$ cat src/rtl/csa_pkg.sv
// Shared definitions for the carry-save accumulator slice.
//   state_t     : accumulator controller states (ACC, RESOLVE, OUT)
//   calc_k      : number of CHUNK-wide slices in the final carry-propagate add
//   idx_width   : width of the slice index register (at least 1 bit)
//   params_ok   : legality of a W / ACC_W / CHUNK combination, used at elaboration
package csa_pkg;

  typedef enum logic [1:0] {
    ACC     = 2'd0,
    RESOLVE = 2'd1,
    OUT     = 2'd2
  } state_t;

  function automatic int calc_k(input int acc_w, input int chunk);
    return acc_w / chunk;
  endfunction

  function automatic int idx_width(input int k);
    return (k > 1) ? $clog2(k) : 1;
  endfunction

  function automatic bit params_ok(input int w, input int acc_w, input int chunk);
    return (w > 0) && (chunk > 0) && (acc_w >= 2) &&
           ((acc_w % chunk) == 0) && (w <= acc_w);
  endfunction

endpackage

$ cat src/rtl/csa_accumulator_if.sv
// Operand/result handshake bundle for csa_accumulator.
//   in_valid/in_ready/in_data/in_last   : operand stream (valid/ready)
//   out_valid/out_ready                 : result handshake
//   out_data/out_count/out_ovf          : resolved sum, operand count, overflow
// slave  : the accumulator side
// master : the producer/consumer side driving operands and accepting results
interface csa_accumulator_if #(
  parameter int W     = 6,
  parameter int ACC_W = 12,
  parameter int CNT_W = 8
);

  logic             in_valid;
  logic             in_ready;
  logic [W-1:0]     in_data;
  logic             in_last;
  logic             out_valid;
  logic             out_ready;
  logic [ACC_W-1:0] out_data;
  logic [CNT_W-1:0] out_count;
  logic             out_ovf;

  modport slave (
    input  in_valid, in_data, in_last, out_ready,
    output in_ready, out_valid, out_data, out_count, out_ovf
  );

  modport master (
    output in_valid, in_data, in_last, out_ready,
    input  in_ready, out_valid, out_data, out_count, out_ovf
  );

endinterface

$ cat src/rtl/csa_row.sv
// ACC_W-bit 3:2 compressor row (purely combinational).
//   a, b, c : three addends
//   sum     : bitwise a^b^c
//   maj     : bitwise majority, NOT shifted; the caller applies the <<1 weight
module csa_row #(
  parameter int ACC_W = 12
) (
  input  logic [ACC_W-1:0] a,
  input  logic [ACC_W-1:0] b,
  input  logic [ACC_W-1:0] c,
  output logic [ACC_W-1:0] sum,
  output logic [ACC_W-1:0] maj
);

  assign sum = a ^ b ^ c;
  assign maj = (a & b) | (a & c) | (b & c);

endmodule

$ cat src/rtl/csa_accumulator.sv
// Multi-operand carry-save accumulator.
// Folds one unsigned operand per accepted beat into a redundant (S, C) pair,
// then on the last beat resolves S + C with a K-cycle chunked ripple add and
// presents the result with operand count and exact overflow.
//   clk   : clock, all state on rising edge
//   rst_n : synchronous active-low reset
//   bus   : csa_accumulator_if.slave (operand stream in, result out)
module csa_accumulator
  import csa_pkg::*;
#(
  parameter int W     = 6,
  parameter int ACC_W = 12,
  parameter int CHUNK = 4,
  parameter int CNT_W = 8
) (
  input  logic            clk,
  input  logic            rst_n,
  csa_accumulator_if.slave bus
);

  localparam int               K        = calc_k(ACC_W, CHUNK);
  localparam int               IDX_W    = idx_width(K);
  localparam logic [IDX_W-1:0] IDX_LAST = IDX_W'(K - 1);

  if (!params_ok(W, ACC_W, CHUNK)) begin : g_param_check
    $error("csa_accumulator: ACC_W must be a multiple of CHUNK and W <= ACC_W");
  end

  function automatic logic [CNT_W-1:0] sat_inc(input logic [CNT_W-1:0] v);
    return (&v) ? v : v + 1'b1;
  endfunction

  state_t state_q, state_nxt;

  logic [ACC_W-1:0] s_q, c_q, res_q, res_upd;
  logic [ACC_W-1:0] x, row_sum, row_maj;
  logic [CNT_W-1:0] cnt_q;
  logic             ovf_q;
  logic [IDX_W-1:0] idx_q;
  logic             cy_q;

  logic [ACC_W-1:0] out_data_q;
  logic [CNT_W-1:0] out_count_q;
  logic             out_ovf_q;

  logic             accept;
  logic             last_chunk;
  logic [CHUNK-1:0] s_chunk, c_chunk;
  logic [CHUNK:0]   chunk_sum;

  assign accept     = bus.in_valid && (state_q == ACC);
  assign last_chunk = (idx_q == IDX_LAST);
  assign x          = ACC_W'(bus.in_data);

  csa_row #(.ACC_W(ACC_W)) u_row (
    .a   (s_q),
    .b   (c_q),
    .c   (x),
    .sum (row_sum),
    .maj (row_maj)
  );

  // Resolve stage: one CHUNK-wide slice of S + C per cycle, carry held in cy_q
  assign s_chunk   = s_q[idx_q*CHUNK +: CHUNK];
  assign c_chunk   = c_q[idx_q*CHUNK +: CHUNK];
  assign chunk_sum = {1'b0, s_chunk} + {1'b0, c_chunk} + {{CHUNK{1'b0}}, cy_q};

  always_comb begin
    res_upd = res_q;
    res_upd[idx_q*CHUNK +: CHUNK] = chunk_sum[CHUNK-1:0];
  end

  always_ff @(posedge clk) begin
    if (!rst_n) state_q <= ACC;
    else        state_q <= state_nxt;
  end

  always_comb begin
    state_nxt = state_q;
    unique case (state_q)
      ACC:     if (accept && bus.in_last) state_nxt = RESOLVE;
      RESOLVE: if (last_chunk)            state_nxt = OUT;
      OUT:     if (bus.out_ready)         state_nxt = ACC;
      default:                            state_nxt = ACC;
    endcase
  end

  always_ff @(posedge clk) begin
    if (!rst_n) begin
      s_q         <= '0;
      c_q         <= '0;
      res_q       <= '0;
      cnt_q       <= '0;
      ovf_q       <= 1'b0;
      idx_q       <= '0;
      cy_q        <= 1'b0;
      out_data_q  <= '0;
      out_count_q <= '0;
      out_ovf_q   <= 1'b0;
    end else begin
      unique case (state_q)
        // Accumulate stage: the majority vector carries weight 2, so its MSB
        // leaves the ACC_W window and is folded into the overflow flag.
        ACC: begin
          if (accept) begin
            s_q   <= row_sum;
            c_q   <= {row_maj[ACC_W-2:0], 1'b0};
            ovf_q <= ovf_q | row_maj[ACC_W-1];
            cnt_q <= sat_inc(cnt_q);
            if (bus.in_last) begin
              idx_q <= '0;
              cy_q  <= 1'b0;
            end
          end
        end
        RESOLVE: begin
          res_q <= res_upd;
          cy_q  <= chunk_sum[CHUNK];
          idx_q <= idx_q + 1'b1;
          if (last_chunk) begin
            ovf_q       <= ovf_q | chunk_sum[CHUNK];
            out_data_q  <= res_upd;
            out_count_q <= cnt_q;
            out_ovf_q   <= ovf_q | chunk_sum[CHUNK];
          end
        end
        // Output stage: results stay on the registered outputs after handoff
        OUT: begin
          if (bus.out_ready) begin
            s_q   <= '0;
            c_q   <= '0;
            cnt_q <= '0;
            ovf_q <= 1'b0;
          end
        end
        default: ;
      endcase
    end
  end

  assign bus.in_ready  = (state_q == ACC);
  assign bus.out_valid = (state_q == OUT);
  assign bus.out_data  = out_data_q;
  assign bus.out_count = out_count_q;
  assign bus.out_ovf   = out_ovf_q;

endmodule

$ cat src/flat_wrapper.sv
// flat-port wrapper written by rule: the top's interface ports become plain ports
module csa_accumulator_flat import csa_pkg::*;
#(
  parameter int W     = 6,
  parameter int ACC_W = 12,
  parameter int CHUNK = 4,
  parameter int CNT_W = 8
)
  (clk, rst_n, bus_in_valid, bus_in_data, bus_in_last, bus_out_ready, bus_in_ready, bus_out_valid, bus_out_data, bus_out_count, bus_out_ovf);
  csa_accumulator_if #(.W(W), .ACC_W(ACC_W), .CNT_W(CNT_W)) bus_i ();
  input  logic clk;
  input  logic rst_n;
  input wire logic [$bits(bus_i.in_valid)-1:0] bus_in_valid;
  input wire logic [$bits(bus_i.in_data)-1:0] bus_in_data;
  input wire logic [$bits(bus_i.in_last)-1:0] bus_in_last;
  input wire logic [$bits(bus_i.out_ready)-1:0] bus_out_ready;
  output wire logic [$bits(bus_i.in_ready)-1:0] bus_in_ready;
  output wire logic [$bits(bus_i.out_valid)-1:0] bus_out_valid;
  output wire logic [$bits(bus_i.out_data)-1:0] bus_out_data;
  output wire logic [$bits(bus_i.out_count)-1:0] bus_out_count;
  output wire logic [$bits(bus_i.out_ovf)-1:0] bus_out_ovf;
  assign bus_i.in_valid = bus_in_valid;
  assign bus_i.in_data = bus_in_data;
  assign bus_i.in_last = bus_in_last;
  assign bus_i.out_ready = bus_out_ready;
  assign bus_in_ready = bus_i.in_ready;
  assign bus_out_valid = bus_i.out_valid;
  assign bus_out_data = bus_i.out_data;
  assign bus_out_count = bus_i.out_count;
  assign bus_out_ovf = bus_i.out_ovf;
  csa_accumulator #(.W(W), .ACC_W(ACC_W), .CHUNK(CHUNK), .CNT_W(CNT_W)) u_core (.clk(clk), .rst_n(rst_n), .bus(bus_i));
endmodule
$ cat config.mk
export PLATFORM = sky130hd
export DESIGN_NAME = csa_accumulator_flat
export DESIGN_NICKNAME = d
export VERILOG_FILES = /design/src/rtl/csa_pkg.sv /design/src/rtl/csa_accumulator_if.sv /design/src/rtl/csa_row.sv /design/src/rtl/csa_accumulator.sv /design/src/flat_wrapper.sv
export SDC_FILE = /design/constraint.sdc
export NUM_CORES = 1
export LEC_CHECK = 0
export ABC_AREA = 1
export CAP_MARGIN = 20
export CORE_MARGIN = 1
export CORE_UTILIZATION = 55
export CTS_CLUSTER_SIZE = 16
export DETAILED_ROUTE_END_ITERATION = 16
export PLACE_DENSITY_LB_ADDON = 0.1
export SLEW_MARGIN = 20
export SYNTH_ARGS = -nofsm -noshare
export SYNTH_HDL_FRONTEND = slang
export SYNTH_SLANG_ARGS = --single-unit
$ cat constraint.sdc
create_clock -name clk -period 4.6 [get_ports clk]
set_clock_uncertainty 0.2 [all_clocks]
set_input_delay 0.92 -clock clk [delete_from_list [all_inputs] [get_ports clk]]
set_output_delay 0.92 -clock clk [all_outputs]
set_load 0.03 [all_outputs]
# Yosys cells after proc, flatten, opt, wreduce, memory -nomap -nowiden
# Cells that the tools add are included.
dict set report classes {
  n_addsub 5
  n_eq_ne 9
  shift 4
  mux 24
  bitwise_logic 9
  reduce_logical 13
}
# operator n
set ops {}
lappend ops {{12-bit case mux with 2 select lines} 2}
lappend ops {{12-bit 2-to-1 mux} 3}
lappend ops {{4-bit negator with 34-bit output} 1}
lappend ops {{4-bit by 34-bit variable shift with 12-bit output, first input constant} 1}
lappend ops {{4-bit by 34-bit variable part select with 12-bit output} 1}
lappend ops {{12-bit by 6-bit AND with 12-bit output} 2}
lappend ops {{8-bit 2-to-1 mux} 3}
lappend ops {{12-bit OR} 2}
lappend ops {{12-bit by 5-bit variable part select with 4-bit output} 2}
lappend ops {{8-bit case mux with 2 select lines} 1}
lappend ops {{12-bit AND} 1}
lappend ops {{12-bit bitwise mux} 1}
lappend ops {{12-bit bitwise XOR} 1}
lappend ops {{12-bit by 6-bit bitwise XOR with 12-bit output} 1}
lappend ops {{2-bit 2-to-1 mux} 5}
lappend ops {{3-bit AND reduction} 3}
lappend ops {{8-bit by 1-bit adder with 8-bit output, second input constant} 1}
lappend ops {{4-bit AND reduction} 2}
lappend ops {{8-bit AND reduction} 1}
lappend ops {{2-bit by 1-bit inequality test with 1-bit output, second input constant} 3}
lappend ops {{2-bit inequality test, second input constant} 3}
lappend ops {{2-bit case mux with 3 select lines} 1}
lappend ops {{4-bit by 4-bit adder with 5-bit output} 1}
lappend ops {{5-bit by 1-bit adder with 5-bit output} 1}
lappend ops {{13 further kinds} 21}
dict set report totals {
  register_bits 71
  input_bits 11
  output_inout_bits 23
  word_cells 75
}

# Logic depth before layout (Yosys ltp)
# Gate-level depths: netlist of run 1.
dict set report logic_depth {
  depth_word 6
  mapped_depth 14
  mapped_depth_nobuf 13
}

# By module
# A second synthesis of run 1 with hierarchy kept.
dict set report hier_totals {
  cells_unflattened 496
  area_unflattened_um2 3674.8
}
# mod instances cells_per_inst area_per_inst_um2
set by_module_without_submodules {}
lappend by_module_without_submodules {csa_accumulator 1 484 3434.5}
lappend by_module_without_submodules {csa_row 1 12 240.2}

# Worst setup path after synthesis of run 1
# Ideal clock, no wire load.
dict set report synth_path {
  path_kind {register -> register}
  from {register u_core.idx_q[1]}
  to {register u_core.out_data_q[5], in the netlist u_core.bus.out_data[5]}
  arrival_time_ns 2.294
  path_slack_ns 1.991
  stages_incl_launch_ff 12
  path_buffers 1
  period_less_slack_ns 2.609
  cell_sequence {dfxtp_1 -> buf_2 -> inv_1 -> nor2_1 -> a22oi_1 -> fa_1 -> inv_1 -> fa_1 -> nand2_1 -> o22ai_1 -> o21ai_0 -> inv_1}
}
dict set report synth_via {
  elab_chain_cells 5
}
# item line
set synth_lines {}
lappend synth_lines {{from (decl)} csa_accumulator.sv:39} ;# logic [IDX_W-1:0] idx_q;
lappend synth_lines {{from (signal assigned)} csa_accumulator.sv:119} ;# idx_q <= idx_q + 1'b1;
lappend synth_lines {{12-bit by 5-bit variable part select with 4-bit output, on equally long branches} {csa_accumulator.sv:64, csa_accumulator.sv:65}}
lappend synth_lines {{4-bit by 4-bit adder with 5-bit output} csa_accumulator.sv:66} ;# assign chunk_sum = {1'b0, s_chunk} + {1'b0, c_chunk} + {{CHUNK{1'b0}}, cy_q};
lappend synth_lines {{5-bit by 1-bit adder with 5-bit output} csa_accumulator.sv:66}
lappend synth_lines {{4-bit by 34-bit variable part select with 12-bit output} csa_accumulator.sv:70} ;# res_upd[idx_q*CHUNK +: CHUNK] = chunk_sum[CHUNK-1:0];
lappend synth_lines {{12-bit bitwise mux} csa_accumulator.sv:70}
lappend synth_lines {{to (signal assigned)} csa_accumulator.sv:122} ;# out_data_q <= res_upd;
lappend synth_lines {{to (decl)} csa_accumulator.sv:42} ;# logic [ACC_W-1:0] out_data_q;
# Several ways; a longest one is shown, not always the timed one.
# A chain may end at the register's enable or synchronous reset.

# Worst setup path after layout of run 1
dict set report layout_path {
  from {register u_core.idx_q[1]}
  to {register u_core.res_q[6]}
}
dict set report layout_via {
  elab_chain_cells 5
}
# item line
set layout_lines {}
lappend layout_lines {{12-bit by 5-bit variable part select with 4-bit output, on equally long branches} {csa_accumulator.sv:64, csa_accumulator.sv:65}}
lappend layout_lines {{4-bit by 4-bit adder with 5-bit output} csa_accumulator.sv:66}
lappend layout_lines {{5-bit by 1-bit adder with 5-bit output} csa_accumulator.sv:66}
lappend layout_lines {{4-bit by 34-bit variable part select with 12-bit output} csa_accumulator.sv:70}
lappend layout_lines {{12-bit bitwise mux *} csa_accumulator.sv:70}
lappend layout_lines {{to (signal assigned)} csa_accumulator.sv:117} ;# res_q <= res_upd;
lappend layout_lines {{to (decl)} csa_accumulator.sv:35} ;# logic [ACC_W-1:0] s_q, c_q, res_q, res_upd;
# Every way passes the cells marked *; elsewhere a longest branch is shown, timed or not.

==> impl_metrics.toml, run 1 <==
[run_status]
status = "completed"

[route]
drt_iter0_drc = 156
ant_nets = 0
vias = 3215
routed_wl_um = 7840
wl_per_cell_um = 12.9
firstDrtPassIters = 5
drc = 0
vias_per_cell = 5.30

[sta]
tightestPinTransition_ps = 850
hold_viol = 0
finalSetupViolations = 0
fin_crit_sh_pct = 67.0
slew_viol_final = 0
min_period_ps = 3080
rsz0062_at_grt = "false"
clock.fmax_mhz = 325
maxSlewHeadroom_pct = 43.3
final.setup.tns_ps = 0

[finish]
area_growth_pct = 13.1
fin_area_um2 = 4080
drive_above_1_share_pct = 3.21
fin_cells = 607
finalNetCount = 565
diodes = 0
n_fill_cell = 587
multi_input_area_um2 = 1830
seq_area_um2 = 1400

[synth]
syn_area_per_cell_um2 = 7.15
synth.top_cell.area_share_pct = 38.8
ys.flop_type = "dfxtp_1"
ys_top_cells_by_area = "dfxtp_1, nand2_1, nor2_1, a21oi_1, inv_1"
synthesis.nets = 543
ys_warn_count = 0
synth_area_um2 = 3610
yosysUniqueCellTypes = 25
ys_ff_latch = 70
ys_async_sr_fraction_pct = 0
post-synth-top-area-cell = "dfxtp_1"
synth-seq-area-share_pct = 38.8
synth-edff-count = 0
syn_inst = 505

[worst_setup_path]
worstPathRequired_ps = 4690
arrival_ps = 3180
r2r_end = "u_core.res_q[6]"
ff2ff_path_depth = 11
path_class = "reg -> reg"
r2r_slack_ps = 1520
endpoint = "u_core.res_q[6]"
start_kind = "flop"
reg2reg_from = "u_core.idx_q[1]"
worstSetupStartpoint = "u_core.idx_q[1]"
cp_max_fo = 12
end_kind = "flop"

[placement]
gp_congestion = 0.868
numPlacedInstances = 593
port_buffers = 33
place.detailed.hpwl_um = 5460
dpl_cell_area_um2 = 3930

[global_route]
grt_pass1_wl_um = 13600
antenna_found_initial = 0
grt_usage_pct = 24.0
grtUsageMet1_pct = 30.5
grt_pass1_vias = 3090
top_usage_layer = "met2"
use_met3_pct = 3.98
gr-usage-met2_pct = 40.2
grt_start_max_net_pins = 57
overflow = 0

[power]
power.density_nw_per_um2 = 516
seqPwrFrac_pct = 37.8
swShare_pct = 42.7
p_sw_uw = 899
p_clk_share_pct = 20.0
p_leak_uw = 0.00184
p_int_uw = 1210
ir_drop_v = 0.000313
p_comb_share_pct = 42.2

[clock_network]
clk_path_buf_depth = 2
cts_root_buffer = "clkbuf_8"
post_cts_buffers = 0
cts_made_buffers = 9
clkTransAtPathRegs_ps = 80
clock_latency_ps = 340
cts_tree = "yes"
cts_hold_buf = 0
cts_max_level = 3
ctsResizeCount = 0
cts_sinks = 70

[die]
core_area_um2 = 6350
num_io_pins = 34
die_w_um = 83
start_util_pct = 56.8
die-area_um2 = 6890
die_h_um = 83
rows = 29

[hold_path]
hp-class = "reg -> reg"

[job]
maxCapViolCount = 0
==> power by group through the flow <==
stage / sequential (µW) / combinational, µW / clock, µW
6_report: 797 / 888 / 421
5_1_grt: 810 / 999 / 451
4_1_cts: 796 / 888 / 431
3_5_place_dp: 810 / 877 / 0
3_3_place_gp: 804 / 852 / 0
2_1_floorplan: 783 / 722 / 0
==> layer usage <==
layer	wire length [µm]	vias up	part of all wire, %
li1	-	1674	-
met1	3630	1461	46
met2	3780	67	48
met3	288	13	3.7
met4	147	0	1.9
met5	0	-	0
==> how the worst min path moves through the flow <==
stage / startpoint / endpoint / slack [ps] / cells past startpoint
2_1_floorplan: u_core.cy_q / u_core.cy_q / 250 / 2
3_3_place_gp: u_core.cy_q / u_core.cy_q / 260 / 2
3_5_place_dp: u_core.cy_q / u_core.cy_q / 260 / 2
4_1_cts: u_core.cy_q / u_core.cy_q / 270 / 2
5_1_grt: u_core.cy_q / u_core.cy_q / 300 / 2
6_report: u_core.cy_q / u_core.cy_q / 270 / 2
==> logic make-up (layout without fill, tap and decap cells) <==
family,count (synthesis),after routing,share of synthesized area [%]
buffers and inverters,93,118,10.5
and+or+nand+nor,208,208,24.0
AOI/OAI and AO/OA,106,106,15.6
adders and majority gates,27,27,10.8
DFF,70,70,38.8
xor gates and xnor gates,1,1,0.243
==> flip-flops by register name (all words and copies together) (netlist names) <==
name	flops
u_core.cy_q	1
u_core.ovf_q	1
u_core.state_q	2
u_core.s_q	12
u_core.idx_q	2
u_core.bus.out_ovf	1
u_core.res_q	12
u_core.bus.out_data	12
u_core.c_q	11
u_core.bus.out_count	8
u_core.cnt_q	8
==> Yosys cell counts (2+ instances only) <==
| cell | instances |
|---|---|
| nand2_1 | 79 |
| nor2_1 | 76 |
| dfxtp_1 | 70 |
| inv_1 | 67 |
| a21oi_1 | 52 |
| nand3_1 | 45 |
| o21ai_0 | 36 |
| ha_1 | 20 |
| clkbuf_1 | 11 |
| fa_1 | 7 |
| o22ai_1 | 7 |
| buf_2 | 6 |
| buf_4 | 6 |
| o31ai_1 | 6 |
| nand4_1 | 4 |
| inv_2 | 2 |
| nor3_1 | 2 |
| o211ai_1 | 2 |
==> critical path, cell delays in order, from the launching register on <==
cell and delay (ps):
dfxtp_1 560, inv_1 170, nor2_1 400, a22oi_1 200, fa_1 420, inv_1 90, fa_1 210, xor2_1 220
nand2_1 110, o22ai_1 240, o21ai_0 140, inv_1 70
==> cell type report <==
cell class                 instances  area share [%]
clock inverter                     2           0.245
clock buffer                      12            3.56
sequential                        70            34.3
inverter                          70            6.44
multi-input combinational        342            44.8
tap                               77            2.36
timing repair buffer              34            8.28
==> metrics by stage <==
stage          hold slack (ps)  setup WS, ps  utilization (%)  power, µW
2_1_floorplan              245          1990                -       1500
3_3_place_gp               257          1600             61.8       1660
3_5_place_dp               262          1550             61.8       1690
4_1_cts                    273          1560             64.3       2120
5_1_grt                    305          1230             64.3       2260
6_report                   273          1520             64.3       2110
==> cells in the final DEF (no fill, tap or decap), types with 7 or more instances in the layout <==
cell,instances
nand2_1,79
o21ai_0,36
a21oi_1,52
clkbuf_8,10
nand3_1,45
o22ai_1,7
inv_1,67
ha_1,20
fa_1,7
dfxtp_1,70
clkdlybuf4s50_1,33
nor2_1,76
Note: power is estimated with default switching activity, not from simulation.
==> run 2, diff against run 1 <==
--- a/config.mk
+++ b/config.mk
@@ -8,7 +8,7 @@
 export ABC_AREA = 1
 export CAP_MARGIN = 20
 export CORE_MARGIN = 1
-export CORE_UTILIZATION = 55
+export CORE_UTILIZATION = 52
 export CTS_CLUSTER_SIZE = 16
 export DETAILED_ROUTE_END_ITERATION = 16
 export PLACE_DENSITY_LB_ADDON = 0.1
==> constraint.sdc (replaced) <==
create_clock -name clk -period 2.6 [get_ports clk]
set_clock_uncertainty 0.2 [all_clocks]
set_input_delay 0.52 -clock clk [delete_from_list [all_inputs] [get_ports clk]]
set_output_delay 0.52 -clock clk [all_outputs]
set_load 0.03 [all_outputs]
==> run 2 against run 1 <==
Against the previous run: via count grew 3.2%; combinational power grew 85%; largest cell class unchanged; die area grew 5.6%; fmax grew 28%; sequential power grew 77%; sequential share of layout area shrank 1.4 points; global-route usage grew 0.24 points; largest power group unchanged; total power grew 91%; critical path type unchanged.
==> impl_metrics.toml, run 2 (same netlist as run 1, synthesis figures left out) <==
[finish]
diodes = 0
layout_commonest_cell = "nand2_1"
drive_above_1_share_pct = 6.06
n_fill_cell = 596
multi_input_area_um2 = 1830
finalNetCount = 578
final_cell_mix = "nand2_1, nor2_1, dfxtp_1"
area_growth_pct = 18.0
seq_area_um2 = 1400

[route]
drt_iter0_drc = 200
wl_per_cell_um = 13.0
firstDrtPassIters = 5
drc = 0
ant_nets = 0
vias_per_cell = 5.34
vias = 3319
routed_wl_um = 8080

[die]
die_h_um = 85.3
core_area_um2 = 6530
die_w_um = 85.3
num_io_pins = 34
rows = 29
die-area_um2 = 7280
start_util_pct = 55.2

[global_route]
grt_pass1_vias = 3074
overflow = 0
grt_usage_pct = 24.2
antenna_found_initial = 0
grt_pass1_wl_um = 14000
grt_start_max_net_pins = 57

[placement]
gp_congestion = 0.878
place.detailed.hpwl_um = 5680
pre_cts_slack_ps = 130
port_buffers = 33

[power]
ir_drop_v = 0.000505
p_leak_uw = 0.00195
power.density_nw_per_um2 = 944

[clock_network]
cts_made_buffers = 9
post_cts_buffers = 0
clk_path_buf_depth = 2
ctsResizeCount = 0
cts_sinks = 70
cts_hold_buf = 0
cts_max_level = 3
cts_tree = "yes"
clock_latency_ps = 350
clkTransAtPathRegs_ps = 70
cts_root_buffer = "clkbuf_8"

[worst_setup_path]
start_kind = "flop"
path_class = "reg -> reg"
cp_max_fo = 8
worstPathRequired_ps = 2640
end_kind = "flop"
arrival_ps = 2450

[sta]
rsz0062_at_grt = "false"
hold_viol = 0
tightestPinTransition_ps = 502
final.setup.tns_ps = 0
min_period_ps = 2410
maxSlewHeadroom_pct = 66.2
fin_ws_ps = 187
finalSetupViolations = 0
fin_crit_sh_pct = 92.8
slew_viol_final = 0
clock.fmax_mhz = 414

[job]
maxCapViolCount = 0

[run_status]
status = "completed"

[hold_path]
hp-class = "reg -> reg"
## run 2: layout make-up
class,count,area share (%)
multi-input combinational,342,43.0
sequential,70,32.9
timing repair buffer,47,10.6
inverter,70,6.17
clock buffer,13,3.50
tap,77,2.26
clock inverter,3,1.59
## run 2: worst max-delay path, cell delays in order, from the launching register on
cell and delay [ps]:
dfxtp_2 360, inv_1 140, nand2_1 70, a21oi_1 130
a21oi_1 80, fa_1 370, inv_1 100, fa_1 440
nand2_1 110, o22ai_1 90, o21ai_0 170, inv_1 50
## run 2: worst paths after layout
path	startpoint	to	slack, ps	depth (start not counted)
worst max-delay path	u_core.idx_q[0]	u_core.res_q[9]	190	11
worst min-delay path	u_core.cy_q	u_core.cy_q	280	2
worst min register to register	u_core.cy_q	u_core.cy_q	280	2
worst max register to register	u_core.idx_q[0]	u_core.res_q[9]	190	11
## run 2: where the power goes
part | leakage (µW) | total (µW) | switching, µW | internal (µW)
combinational | 0.00128 | 1640 | 1070 | 577
clock | 0.000104 | 970 | 402 | 568
sequential | 0.000568 | 1410 | 144 | 1260
## run 2: stage by stage
stage               total power, µW  hold WS [ps]  instance area, µm²  util (%)  std cells
floorplan                      2660           245                3610         -        505
global placement               3010           257                4040      61.8        606
detailed placement             3060           265                4040      61.8        606
CTS                            4030           275                4260      65.2        622
global route                   4340           320                4260      65.2        622
finish                         4020           277                4260      65.2        622
## run 2: layer usage
layer,vias up,routed length [µm],track usage [%]
met5,-,0,0
met4,0,177,11.8
met3,17,270,3.79
met2,71,3810,39.4
met1,1533,3820,31.5
li1,1698,-,-
==> run 3, diff against run 2 <==
--- a/config.mk
+++ b/config.mk
@@ -7,10 +7,13 @@
 export LEC_CHECK = 0
 export ABC_AREA = 1
 export CAP_MARGIN = 20
+export CELL_PAD_IN_SITES_DETAIL_PLACEMENT = 1
+export CELL_PAD_IN_SITES_GLOBAL_PLACEMENT = 2
 export CORE_MARGIN = 1
-export CORE_UTILIZATION = 52
+export CORE_UTILIZATION = 29
 export CTS_CLUSTER_SIZE = 16
 export DETAILED_ROUTE_END_ITERATION = 16
+export GPL_ROUTABILITY_DRIVEN = 0
 export PLACE_DENSITY_LB_ADDON = 0.1
 export SLEW_MARGIN = 20
 export SYNTH_ARGS = -nofsm -noshare
==> run 3 against run 2 <==
Against the previous run: global-route usage is 6.8 points lower; highest routed layer unchanged; sequential share of layout area fell by 1.6 points; utilization is 28 points lower; largest power group unchanged; count of clock-buffer cells in the layout stayed put; via count is 1.0% higher.
==> impl_metrics.toml, run 3 (same netlist as run 1, synthesis figures left out) <==
[clock_network]
clk_path_buf_depth = 2
cts_sinks = 70
clock_latency_ps = 350
cts_root_buffer = "clkbuf_16"
cts_tree = "yes"
cts_hold_buf = 0
clkTransAtPathRegs_ps = 60
cts_made_buffers = 9
cts_max_level = 3

[route]
drt_iter0_drc = 74
firstDrtPassIters = 4
ant_nets = 0
vias = 3353
wl_per_cell_um = 14.1
vias_per_cell = 4.68
drc = 0
routed_wl_um = 10100

[global_route]
grt_usage_pct = 17.4
grt_pass1_vias = 3408
grt_pass1_wl_um = 17200
overflow = 0
antenna_found_initial = 0
grt_start_max_net_pins = 57

[die]
rows = 40
num_io_pins = 34
die_w_um = 114
die-area_um2 = 12900
die_h_um = 114
core_area_um2 = 12100
start_util_pct = 29.9

[sta]
hold_viol = 0
fin_crit_sh_pct = 93.7
fin_ws_ps = 163
tightestPinTransition_ps = 457
clock.fmax_mhz = 410
slew_viol_final = 0
min_period_ps = 2440
finalSetupViolations = 0
maxSlewHeadroom_pct = 69.5

[hold_path]
hp-class = "reg -> reg"

[worst_setup_path]
worstPathCellList = "inv_1 > nor2_2 > a22oi_1 > fa_1 > inv_1 > fa_1 > nand2_1 > o22ai_1 > o21ai_0 > inv_1"
start_kind = "flop"
path_class = "reg -> reg"
cpLargestDelayFamily = "adder cells"
cpPeakStageDelay_ps = 450
slowest_stage = "fa_1"
end_kind = "flop"
timing.critical_path.mode_cell = "inv_1"
arrival_ps = 2480
cp_max_fo = 6
path_buf_inv = 3
worstPathRequired_ps = 2640

[finish]
finalNetCount = 583
n_fill_cell = 1497
final_cell_mix = "nand2_1, nor2_1, dfxtp_1"
area_growth_pct = 24.3
fin_area_um2 = 4490
diodes = 0
seq_area_um2 = 1400
layout_commonest_cell = "nand2_1"
drive_above_1_share_pct = 7.66
multi_input_area_um2 = 1850

[run_status]
status = "completed"

[job]
maxCapViolCount = 0

[power]
power.density_nw_per_um2 = 977
power_uw = 4380
ir_drop_v = 0.000368
p_leak_uw = 0.00201

[placement]
pre_cts_slack_ps = 98.7
place.detailed.hpwl_um = 7250
dpl_cell_area_um2 = 4190
port_buffers = 33
==> run 3: cell types whose count changed in the layout (fill, tap and decap cells not counted), sizes merged <==
| cell | before | now |
|---|---|---|
| buf | 14 | 19 |
| bufinv | 2 | 0 |
| clkinv | 1 | 2 |
| clkinvlp | 1 | 0 |
==> run 3: final timing paths <==
kind,slack [ps],end,from,cells after the start
max,160,u_core.bus.out_data[5],u_core.idx_q[1],10
min,270,u_core.cy_q,u_core.cy_q,2
max reg2reg,160,u_core.bus.out_data[5],u_core.idx_q[1],10
min reg2reg,270,u_core.cy_q,u_core.cy_q,2
==> run 3: area by class of cell <==
class / count / area share (%)
clock buffer: 13 / 6.02
clock inverter: 1 / 0.112
inverter: 70 / 5.86
multi-input combinational: 342 / 41.2
sequential: 70 / 31.3
tap: 168 / 4.68
timing repair buffer: 52 / 10.9
==> run 3: worst min-delay path: cells and delay by family (launching register included) <==
family / cells / cell delay [ps]
DFF: 1 / 310
AOI/OAI and AO/OA: 1 / 50
and+or+nand+nor: 1 / 60
==> run 3: report_power, final <==
group	switching, µW	internal, µW	total [µW]
Combinational	1160	637	1800
Clock	472	712	1180
Sequential	138	1260	1400
==> run 3: layer usage <==
| metal | part of all wire, % | vias to the layer above | global-route usage, % |
|---|---|---|---|
| met5 | 0 | - | 0 |
| li1 | - | 1708 | - |
| met1 | 48 | 1598 | 21.7 |
| met4 | 2.2 | 0 | 8.95 |
| met2 | 47 | 34 | 28.5 |
| met3 | 2.2 | 13 | 3.35 |
==> run 3: stage by stage <==
stage	hold WS [ps]	setup TNS [ps]	instances	util, %
2_1_floorplan	245	0	505	-
3_3_place_gp	254	0	702	34.7
3_5_place_dp	264	0	702	34.7
4_1_cts	274	0	716	37.0
5_1_grt	294	-14.5	716	37.2
6_report	274	0	716	37.2
==> run 3: timing repair <==
| action | CTS | global route |
|---|---|---|
| setup buffers | 0 | 0 |
| setup endpoints to repair | 0 | 20 |
| gates resized for setup | 0 | 7 |
